**src/rtl/mul_add.sv**
```systemverilog
// mul_add: reconstructs a dividend from quotient, divisor and remainder
// (a = q*b + r) with a shift-and-add multiplier that retires one multiplier
// bit per cycle. The datapath is expressed as library-cell equivalents
// (FD2 flops, full adders, MUX21H selectors, AN2/OR2/IV gates). The
// transistor tally of those cells is reported on `number`.
module mul_add (
  input  logic        clk,
  input  logic        rst_n,
  input  logic        i_in_valid,
  input  logic [7:0]  i_q,
  input  logic [4:0]  i_b,
  input  logic [4:0]  i_r,
  output logic        o_busy,
  output logic [12:0] o_a,
  output logic        o_ovf,
  output logic        o_err,
  output logic        o_out_valid,
  output logic [50:0] number
);

  // Per-cell transistor counts.
  localparam int unsigned Fd2Tr    = 36;
  localparam int unsigned Mux21hTr = 12;
  localparam int unsigned FaTr     = 28;
  localparam int unsigned An2Tr    = 6;
  localparam int unsigned Or2Tr    = 6;
  localparam int unsigned IvTr     = 2;

  // Cell counts: flops are state(2) acc(13) mcand(12) mplier(8) cnt(3)
  // err_cap(1) a(13) ovf(1) err(1) out_valid(1).
  localparam int unsigned NumFd2 = 2 + 13 + 12 + 8 + 3 + 1 + 13 + 1 + 1 + 1;
  // Selectors in front of every flop except state and out_valid.
  localparam int unsigned NumMux = 13 + 12 + 8 + 3 + 1 + 13 + 1 + 1;
  // Accumulator adder, counter incrementer, r >= b comparator.
  localparam int unsigned NumFa  = 13 + 3 + 5;
  // Addend gating, cnt == 7 detect, done-entry qualify.
  localparam int unsigned NumAn2 = 12 + 2 + 1;
  // OR tree over the five high sum bits.
  localparam int unsigned NumOr2 = 4;
  // Divisor inversion for the comparator.
  localparam int unsigned NumIv  = 5;

  localparam int unsigned TotalTr = NumFd2 * Fd2Tr + NumMux * Mux21hTr + NumFa * FaTr +
                                    NumAn2 * An2Tr + NumOr2 * Or2Tr + NumIv * IvTr;

  typedef enum logic [1:0] {
    StIdle = 2'd0,
    StRun  = 2'd1,
    StDone = 2'd2
  } state_e;

  state_e      state_q, state_d;
  logic        run;

  logic [12:0] acc_q, acc_d;
  logic [11:0] mcand_q, mcand_d;   // i_b shifted left once per step, 5+7 bits
  logic [7:0]  mplier_q, mplier_d;
  logic [2:0]  cnt_q, cnt_d;
  logic        err_cap_q, err_cap_d;

  logic [12:0] a_q, a_d;
  logic        ovf_q, ovf_d;
  logic        err_q, err_d;
  logic        out_valid_q, out_valid_d;

  logic [12:0] addend;
  logic [12:0] acc_sum;
  logic [2:0]  cnt_inc;
  logic [4:0]  b_inv;
  logic        r_ge_b;
  logic        last_step;
  logic        done_entry;
  logic        sum_hi_nz;

  // State register (two FD2 cells).
  always_ff @(posedge clk or negedge rst_n) begin
    if (!rst_n) begin
      state_q <= StIdle;
    end else begin
      state_q <= state_d;
    end
  end

  // Next-state: IDLE and DONE both accept a new request; RUN lasts 8 steps.
  always_comb begin
    state_d = state_q;
    unique case (state_q)
      StIdle, StDone: state_d = i_in_valid ? StRun : StIdle;
      StRun:          state_d = last_step ? StDone : StRun;
      default:        state_d = StIdle;
    endcase
  end

  // FSM outputs: the datapath steps only in RUN.
  always_comb begin
    run = 1'b0;
    if (state_q == StRun) begin
      run = 1'b1;
    end
  end

  assign o_busy = run;

  // AN2 gates: partial product gating and end-of-run detection.
  always_comb begin
    addend     = {1'b0, mcand_q & {12{mplier_q[0]}}};
    last_step  = (cnt_q[0] & cnt_q[1]) & cnt_q[2];
    done_entry = run & last_step;
  end

  // IV gates feeding the comparator's subtract input.
  assign b_inv = ~i_b;

  // Ripple-carry accumulator adder: acc + gated partial product.
  always_comb begin
    logic c_acc;
    acc_sum = '0;
    c_acc   = 1'b0;
    for (int k = 0; k < 13; k++) begin
      acc_sum[k] = acc_q[k] ^ addend[k] ^ c_acc;
      c_acc      = (acc_q[k] & addend[k]) | (c_acc & (acc_q[k] ^ addend[k]));
    end
  end

  // Step counter incrementer (adder cells with b tied low, carry-in high).
  always_comb begin
    logic c_inc;
    cnt_inc = '0;
    c_inc   = 1'b1;
    for (int k = 0; k < 3; k++) begin
      cnt_inc[k] = cnt_q[k] ^ c_inc;
      c_inc      = cnt_q[k] & c_inc;
    end
  end

  // r - b via r + ~b + 1; carry-out set means r >= b (always set when b = 0).
  always_comb begin
    logic c_cmp;
    c_cmp = 1'b1;
    for (int k = 0; k < 5; k++) begin
      c_cmp = (i_r[k] & b_inv[k]) | (c_cmp & (i_r[k] ^ b_inv[k]));
    end
    r_ge_b = c_cmp;
  end

  // OR2 tree: any bit above 7 set means the result is not an 8-bit dividend.
  always_comb begin
    logic lo_pair, hi_pair;
    lo_pair   = acc_sum[8] | acc_sum[9];
    hi_pair   = acc_sum[10] | acc_sum[11];
    sum_hi_nz = (lo_pair | hi_pair) | acc_sum[12];
  end

  // MUX21H bank: operands load whenever not running, so the accept edge
  // captures them; the result registers load only on the final step.
  always_comb begin
    acc_d       = run ? acc_sum : {8'b0, i_r};
    mcand_d     = run ? {mcand_q[10:0], 1'b0} : {7'b0, i_b};
    mplier_d    = run ? {1'b0, mplier_q[7:1]} : i_q;
    cnt_d       = run ? cnt_inc : 3'd0;
    err_cap_d   = run ? err_cap_q : r_ge_b;
    a_d         = done_entry ? acc_sum : a_q;
    ovf_d       = done_entry ? sum_hi_nz : ovf_q;
    err_d       = done_entry ? err_cap_q : err_q;
    out_valid_d = done_entry;
  end

  // Datapath registers (FD2 cells).
  always_ff @(posedge clk or negedge rst_n) begin
    if (!rst_n) begin
      acc_q     <= '0;
      mcand_q   <= '0;
      mplier_q  <= '0;
      cnt_q     <= '0;
      err_cap_q <= 1'b0;
    end else begin
      acc_q     <= acc_d;
      mcand_q   <= mcand_d;
      mplier_q  <= mplier_d;
      cnt_q     <= cnt_d;
      err_cap_q <= err_cap_d;
    end
  end

  // Result registers (FD2 cells); out_valid is a registered one-cycle strobe.
  always_ff @(posedge clk or negedge rst_n) begin
    if (!rst_n) begin
      a_q         <= '0;
      ovf_q       <= 1'b0;
      err_q       <= 1'b0;
      out_valid_q <= 1'b0;
    end else begin
      a_q         <= a_d;
      ovf_q       <= ovf_d;
      err_q       <= err_d;
      out_valid_q <= out_valid_d;
    end
  end

  assign o_a         = a_q;
  assign o_ovf       = ovf_q;
  assign o_err       = err_q;
  assign o_out_valid = out_valid_q;
  assign number      = 51'(TotalTr);

endmodule
```
**config.mk**
```make
export PLATFORM = sky130hd
export DESIGN_NAME = mul_add
export DESIGN_NICKNAME = d
export VERILOG_FILES = /design/src/rtl/mul_add.sv
export SDC_FILE = /design/constraint.sdc
export NUM_CORES = 1
export LEC_CHECK = 0
export BUFFER_PORTS_ARGS = -buffer_cell sky130_fd_sc_hd__buf_2
export CAP_MARGIN = 20
export CORE_AREA = 2 2 91 102
export DETAILED_ROUTE_END_ITERATION = 8
export DIE_AREA = 0 0 93 104
export PLACE_DENSITY = 0.52
export SLEW_MARGIN = 20
export SYNTH_ARGS = -nofsm -noshare
export SYNTH_HDL_FRONTEND = slang
export SYNTH_SLANG_ARGS = --single-unit
```
**constraint.sdc**
```tcl
create_clock -name clk -period 14.5 [get_ports clk]
set_input_delay 4.35 -clock clk [delete_from_list [all_inputs] [get_ports clk]]
set_output_delay 4.35 -clock clk [all_outputs]
set_load 0.01 [all_outputs]
```
* Word-level counts from Yosys, hierarchy flattened *
Cells that the tools add are included.

operators by class
  bitwise operators = 89
  reduce and logical (&&, ||, !) cells = 2
  eq/ne operators = 2
  muxes and demuxes = 8

operators by type and width
  operator                                        count
  AND 1 bit                                       35
  XOR 1 bit                                       31
  bitwise OR 1 bit                                20
  2-to-1 mux 13 bit                               1
  AND 12 bit                                      1
  2-to-1 mux 12 bit                               1
  2-to-1 mux 8 bit                                1
  NOT 5 bit                                       1
  one-hot mux 2 bit (2 select lines)              1
  2-to-1 mux 3 bit                                1
  == test 2 x 1 -> 1 bit (second input constant)  1
  == test 2 bit (second input constant)           1
  logical NOT 2 bit                               1
  2-to-1 mux 1 bit                                2
  2-to-1 mux 2 bit                                1
  OR reduction 2 bit                              1
  NOT 1 bit                                       1

storage, ports and cells
  bits of input ports = 21
  register bits = 55
  word-level logic and storage cells = 111
  output and inout bits = 68

* Logic depth before layout (Yosys ltp) *
Gate-level depths: netlist (run 1).

  word-level depth = 26
  depth in mapped cells = 22

* Worst setup path after synthesis (run 1) *
OpenSTA, ideal clock, no wires.

  kind = register to output
  start = register o_out_valid (netlist name)
  end = output port o_busy
  stages on the path, launching flop included = 5
  data arrival time = 0.904 ns
  path buffers = 2
  setup slack = 9.246 ns
  data required time = 10.150 ns
  cell sequence = dfrtp_1 nand2b_1 buf_4 inv_4 buf_6

RTL lines
  item           RTL line  RTL
  end, declared  13        output logic o_busy,

==> results of run 1 <==
-- layer usage --
layer	track usage [%]	part of all wire, %	vias to the layer above
li1	-	-	777
met3	2.101	6.1	4
met5	0	0	-
met1	12.59	47	718
met2	15.32	46	53
met4	2.836	0.59	0
-- path summary, 6_finish.rpt --
path / from / endpoint / slack [ns] / cells after the start
worst max register to register: mplier_q[0] / o_ovf / 9.16 / 21
worst min-delay path: mplier_q[4] / mplier_q[3] / 0.45 / 2
max in group asynchronous: rst_n / o_a[5] / 9.89 / 2
worst max-delay path: o_out_valid / o_busy / 8.79 / 3
worst min register to register: mplier_q[4] / mplier_q[3] / 0.45 / 2
min in group asynchronous: rst_n / acc_q[11] / 4.17 / 2
-- report_power, final --
part           leakage, nW  switching [mW]  internal (mW)
Combinational        0.856           0.121         0.0875
Sequential           0.697          0.0296          0.213
Clock               0.0714          0.0476         0.0736
Total                 1.62           0.198          0.374
-- metrics by stage --
stage	utilization, %	instance area [µm²]
5_1_grt	34.90	3018
4_1_cts	34.90	3018
2_1_floorplan	-	2985
6_report	34.90	3018
3_3_place_gp	33.25	2875
3_5_place_dp	33.25	2875
-- cell families (layout without fill, tap and decap cells) --
kind of cell,Yosys count,count (layout),share of synthesized area (%)
flops,54,54,48.24
simple gates,81,81,13.62
compound gates,19,19,3.662
buf+inv,78,65,18.67
xor+xnor,1,1,0.3127
mux,9,9,4.243
other cells,2,51,0.2681
fa+ha+maj,18,18,10.99
-- placed cells by master, fill, tap and decap left out, types with 3 or more instances in the layout --
cell type  synthesis  final
inv_1             17     17
fa_1              11     11
dfrtp_1           54     54
clkbuf_8           0      6
conb_1             2     51
buf_2              2     37
nand2_1           49     49
and2_1            20     20
ha_1               7      7
nor2_1             7      7
o21ai_0           12     12
mux2_4             5      5
mux2_2             3      3
-- registers in the layout (all words and copies together), names as in the netlist, 3 cells and up --
signal and flops:
mcand_q 12, acc_q 13, mplier_q 8, o_a 13
cnt_q 3
-- worst max-delay path: cells and delay by family, from the launching register on --
kind | cells | cell delay, ns
buf+inv | 2 | 0.44
flops | 1 | 0.40
simple gates | 1 | 0.20
-- cell type report --
type / count / share of cell area, %
Sequential cell: 54 / 44.78
Multi-Input combinational cell: 179 / 36.82
Timing Repair Buffer: 39 / 6.634
Tap cell: 114 / 4.726
Clock buffer: 6 / 2.736
Inverter: 18 / 2.322
Clock inverter: 2 / 1.990
==> flow_summary.toml, run 1 <==
[run_status]
status = "completed"

[yosys]
synth_area_leader_cell = "dfrtp_1"
synth.yosys.seq_area_share_pct = 48.24
synth_flop_cell = "dfrtp_1"
synth_cell_types = 26
synthDominantCellAreaShare_pct = 48.24
yosysWarnings = 0
synth_area_per_cell_um2 = 10.69
async_flop_share_pct = 100.0
synthTopCellsByCount = "dfrtp_1, buf_4, nand2_1"
synth_edf_count = 0
yosys.cell_count.top_type = "dfrtp_1"
synth_area_um2 = 2801
synth_top_cells_by_area = "dfrtp_1, buf_4, fa_1"
ys_ff_latch = 54
syn_inst = 262

[timing]
setup_viol = 0
grt_setup_unrepaired = "false"
fin_tns_setup_ns = 0
fin_skew_ns = 0.003827
relSlewSlack_pct = 54.82
min_period_ns = 5.707
max_freq_mhz = 175.2
hold_viol = 0
drv_slew = 0
tightest_slew_ns = 0.6777
setup_ws_ns = 8.793
timing.hold.ws_ns = 0.4459
layout_worst_path_cycle_share_pct = 39.36

[final_layout]
multiInputGateArea_um2 = 1111
layout-drive-gt1-share_pct = 19.13
n_antenna_cell = 0
fill_cells = 901
flow.area_growth_from_synthesis_pct = 7.726
seqCellArea_um2 = 1351
final_nets = 336
final_cells = 412

[global_route]
grt_pass1_vias = 1490
grt_pass1_wl_um = 7245
grt_max_degree = 55
grt_usage_pct = 9.436
antenna_found_initial = 0
grt_overflow = 0

[clock_tree]
clk_path_buf_depth = 2
cts-htree-levels = 2
path_clk_slew_ns = 0.09
hold_buffers = 0
cts_tree = "built"
cts_made_buffers = 5
root_buffer = "clkbuf_8"
ctsResizeCount = 0
cts.sinks = 54
cts_setup_buffers = 0
clock_latency_ns = 0.30

[min_path]
hold_class = "register to register"

[worst_setup_path]
start_kind = "register"
cp.arrival_ns = 1.36
slowest_delay_ns = 0.40
cp_max_fo = 32
crit_required_ns = 10.15
end_kind = "output pin"
crit_path_top_delay_cell = "dfrtp_1"
path_cells = "nand2b_1, inv_4, buf_2"
critPathKind = "register to output pin"

[route]
wire_per_inst_um = 10.69
num_vias = 1552
ant_nets = 0
avgViaCountPerCell = 3.767
finalWirelength_um = 4403
drc = 0
dr.pass1.iters = 4
drtIter0Drc = 56

[floorplanning]
fp.dieH_um = 104
rows = 36
core_area_um2 = 8648
die_area_um2 = 9672
chipWidth_um = 93
start_util_pct = 32.39
pin_count = 89

[placed_design]
portBuffers = 37
post-place-ws_ns = 9.119
gp_congestion = 0.6787
post-dp-hpwl_um = 3151
place_inst = 404

[pwr]
power_density_nw_per_um2 = 189.6
fin_total_pwr_mw = 0.5723
irDropWorstVdd_mv = 0.05448
p_leak_nw = 1.624

[flow_run]
max_cap_viol_count = 0
(Power assumes the default switching activity.)
==> inputs of run 2 (changes only) <==
--- a/config.mk
+++ b/config.mk
@@ -5,12 +5,13 @@
 export SDC_FILE = /design/constraint.sdc
 export NUM_CORES = 1
 export LEC_CHECK = 0
+export ABC_AREA = 1
 export BUFFER_PORTS_ARGS = -buffer_cell sky130_fd_sc_hd__buf_2
 export CAP_MARGIN = 20
-export CORE_AREA = 2 2 91 102
+export CORE_AREA = 2 2 92 103
 export DETAILED_ROUTE_END_ITERATION = 8
-export DIE_AREA = 0 0 93 104
-export PLACE_DENSITY = 0.52
+export DIE_AREA = 0 0 94 105
+export PLACE_DENSITY = 0.54
 export SLEW_MARGIN = 20
 export SYNTH_ARGS = -nofsm -noshare
 export SYNTH_HDL_FRONTEND = slang
==> constraint.sdc (replaced) <==
create_clock -name clk -period 5 [get_ports clk]
set_input_delay 1.5 -clock clk [delete_from_list [all_inputs] [get_ports clk]]
set_output_delay 1.5 -clock clk [all_outputs]
set_load 0.01 [all_outputs]
==> run 2 against run 1 <==
Effect of this change:
- critical path depth rose by 21
- final cell count rose by 10%
- design area rose by 1.4%
- worst hold slack got worse by 0.0094 ns
- clock skew increased by 0.0038 ns
- flip-flop and latch count unchanged
- setup slack got worse by 8.4 ns
- core utilization down 0.067 points
- critical endpoint is now o_ovf
==> flow_summary.toml, run 2 <==
[run_status]
status = "completed"

[route]
ant_nets = 0
wire_per_inst_um = 10.20
drc = 0
dr.pass1.iters = 4
drtIter0Drc = 47
finalWirelength_um = 4621
avgViaCountPerCell = 3.839
num_vias = 1739

[placed_design]
portBuffers = 37
place_inst = 443
gp_congestion = 0.7885
dpl_cell_area_um2 = 2924
post-dp-hpwl_um = 3321
post-place-ws_ns = 0.2188

[yosys]
synth_flop_cell = "dfrtp_1"
synth_area_per_cell_um2 = 9.501
syn_inst = 300
synthDominantCellAreaShare_pct = 47.41
yosys.cell_count.top_type = "nand2_1"
ys_ff_latch = 54
synthTopCellsByCount = "nand2_1, dfrtp_1, buf_4"
yosysWarnings = 0
synth_cell_types = 21
synth_area_um2 = 2850
synth_area_leader_cell = "dfrtp_1"
synth_top_cells_by_area = "dfrtp_1, buf_4, nand2_1"
synth.yosys.seq_area_share_pct = 47.41
synth_edf_count = 0
async_flop_share_pct = 100.0

[final_layout]
flow.area_growth_from_synthesis_pct = 7.331
final_cells = 453
fill_cells = 933
layout_commonest_cell = "nand2_1"
layout-drive-gt1-share_pct = 20.94
design_area_um2 = 3059
n_antenna_cell = 0
final_nets = 377
mostFrequentLayoutCells = "nand2_1, dfrtp_1, conb_1"

[timing]
max_freq_mhz = 214.8
relSlewSlack_pct = 56.44
tightest_slew_ns = 0.6525
setup_ws_ns = 0.3452
hold_viol = 0
drv_slew = 0
min_period_ns = 4.655
fin_skew_ns = 0.007594
setup_viol = 0
fin_tns_setup_ns = 0
layout_worst_path_cycle_share_pct = 93.10

[clock_tree]
cts_made_buffers = 5
clock_latency_ns = 0.31
path_clk_slew_ns = 0.09
clk_path_buf_depth = 2
cts-htree-levels = 2
root_buffer = "clkbuf_8"
cts.sinks = 54
cts_tree = "built"
hold_buffers = 0

[worst_setup_path]
critPathKind = "register to register"
cp.arrival_ns = 4.85
reg2reg_setup_slack_ns = 0.35
start_kind = "register"
crit_required_ns = 5.20
cp_max_fo = 3
end_kind = "register"

[floorplanning]
core_area_um2 = 8783
start_util_pct = 32.45
rows = 36
fp.dieH_um = 105
chipWidth_um = 94
die_area_um2 = 9870
pin_count = 89

[flow_run]
max_cap_viol_count = 0

[pwr]
fin_total_pwr_mw = 1.609
power_density_nw_per_um2 = 525.8
p_leak_nw = 1.698
irDropWorstVdd_mv = 0.1801

[global_route]
grt_max_degree = 40
grt_pass1_wl_um = 8004
grt_overflow = 0
antenna_found_initial = 0
grt_pass1_vias = 1697
grt_usage_pct = 10.43

[min_path]
hold_class = "register to register"
-- run 2: path summary, 6_finish.rpt --
check | from | to | depth (start not counted)
max in group asynchronous | rst_n | mcand_q[2] | 2
min reg2reg | cnt_q[0] | cnt_q[0] | 1
max reg2reg | mplier_q[0] | o_ovf | 24
min in group asynchronous | rst_n | o_a[9] | 1
max | mplier_q[0] | o_ovf | 24
min | cnt_q[0] | cnt_q[0] | 1
-- run 2: cell type report --
cell class	count	area, µm²	area share (%)
sequential	54	1351	44.17
multi-input combinational	191	1071	35.01
timing repair buffer	41	215.2	7.035
inverter	45	168.9	5.521
tap	114	142.6	4.663
clock buffer	8	110.1	3.599
-- run 2: logic make-up (layout without fill, tap and decap cells) --
group | Yosys count | after routing | share of synthesized area (%)
other | 2 | 51 | 0.2635
adder cells (fa/ha/maj) | 18 | 18 | 10.80
flip-flops | 54 | 54 | 47.41
AND/OR/NAND/NOR | 99 | 99 | 13.96
AO/OA/AOI/OAI | 22 | 22 | 5.443
buffers and inverters | 104 | 94 | 21.82
XOR/XNOR | 1 | 1 | 0.3073
-- run 2: where the power goes --
| part | switching [mW] | internal, mW |
|---|---|---|
| registers | 0.0798 | 0.619 |
| logic | 0.388 | 0.242 |
| clock network | 0.139 | 0.140 |
-- run 2: layer usage --
metal	global-route usage, %	share of wire [%]	wire (µm)	vias to the layer above
met5	0	0	0	-
met4	4.658	1.6	76	0
met3	3.244	5.8	268	5
met2	16.58	50	2296	50
met1	12.93	43	1980	831
li1	-	-	-	853
-- run 2: timing repair --
item / CTS / global route
buffers inserted: 0 / 2
setup endpoints to repair: 0 / 1
resized for setup: 0 / 6
-- run 2: critical path, stage by stage (launching register included) --
cell     delay, ns
dfrtp_1       0.38
nand2_1       0.06
inv_1         0.05
ha_1          0.13
inv_1         0.05
fa_2          0.33
fa_1          0.39
inv_2         0.07
fa_2          0.19
fa_1          0.16
inv_1         0.05
fa_1          0.38
fa_2          0.35
fa_1          0.36
inv_1         0.07
fa_2          0.19
fa_1          0.15
inv_1         0.05
fa_1          0.35
inv_1         0.07
fa_1          0.43
inv_2         0.09
nand4_1       0.07
nand2_1       0.06
nand3_1       0.07
-- run 2: per-stage QoR --
step	hold slack [ns]	util (%)
floorplan	0.4083	-
global route	0.4689	34.83
detailed placement	0.4266	33.29
CTS	0.4397	34.54
finish	0.4365	34.83
global placement	0.4228	33.29
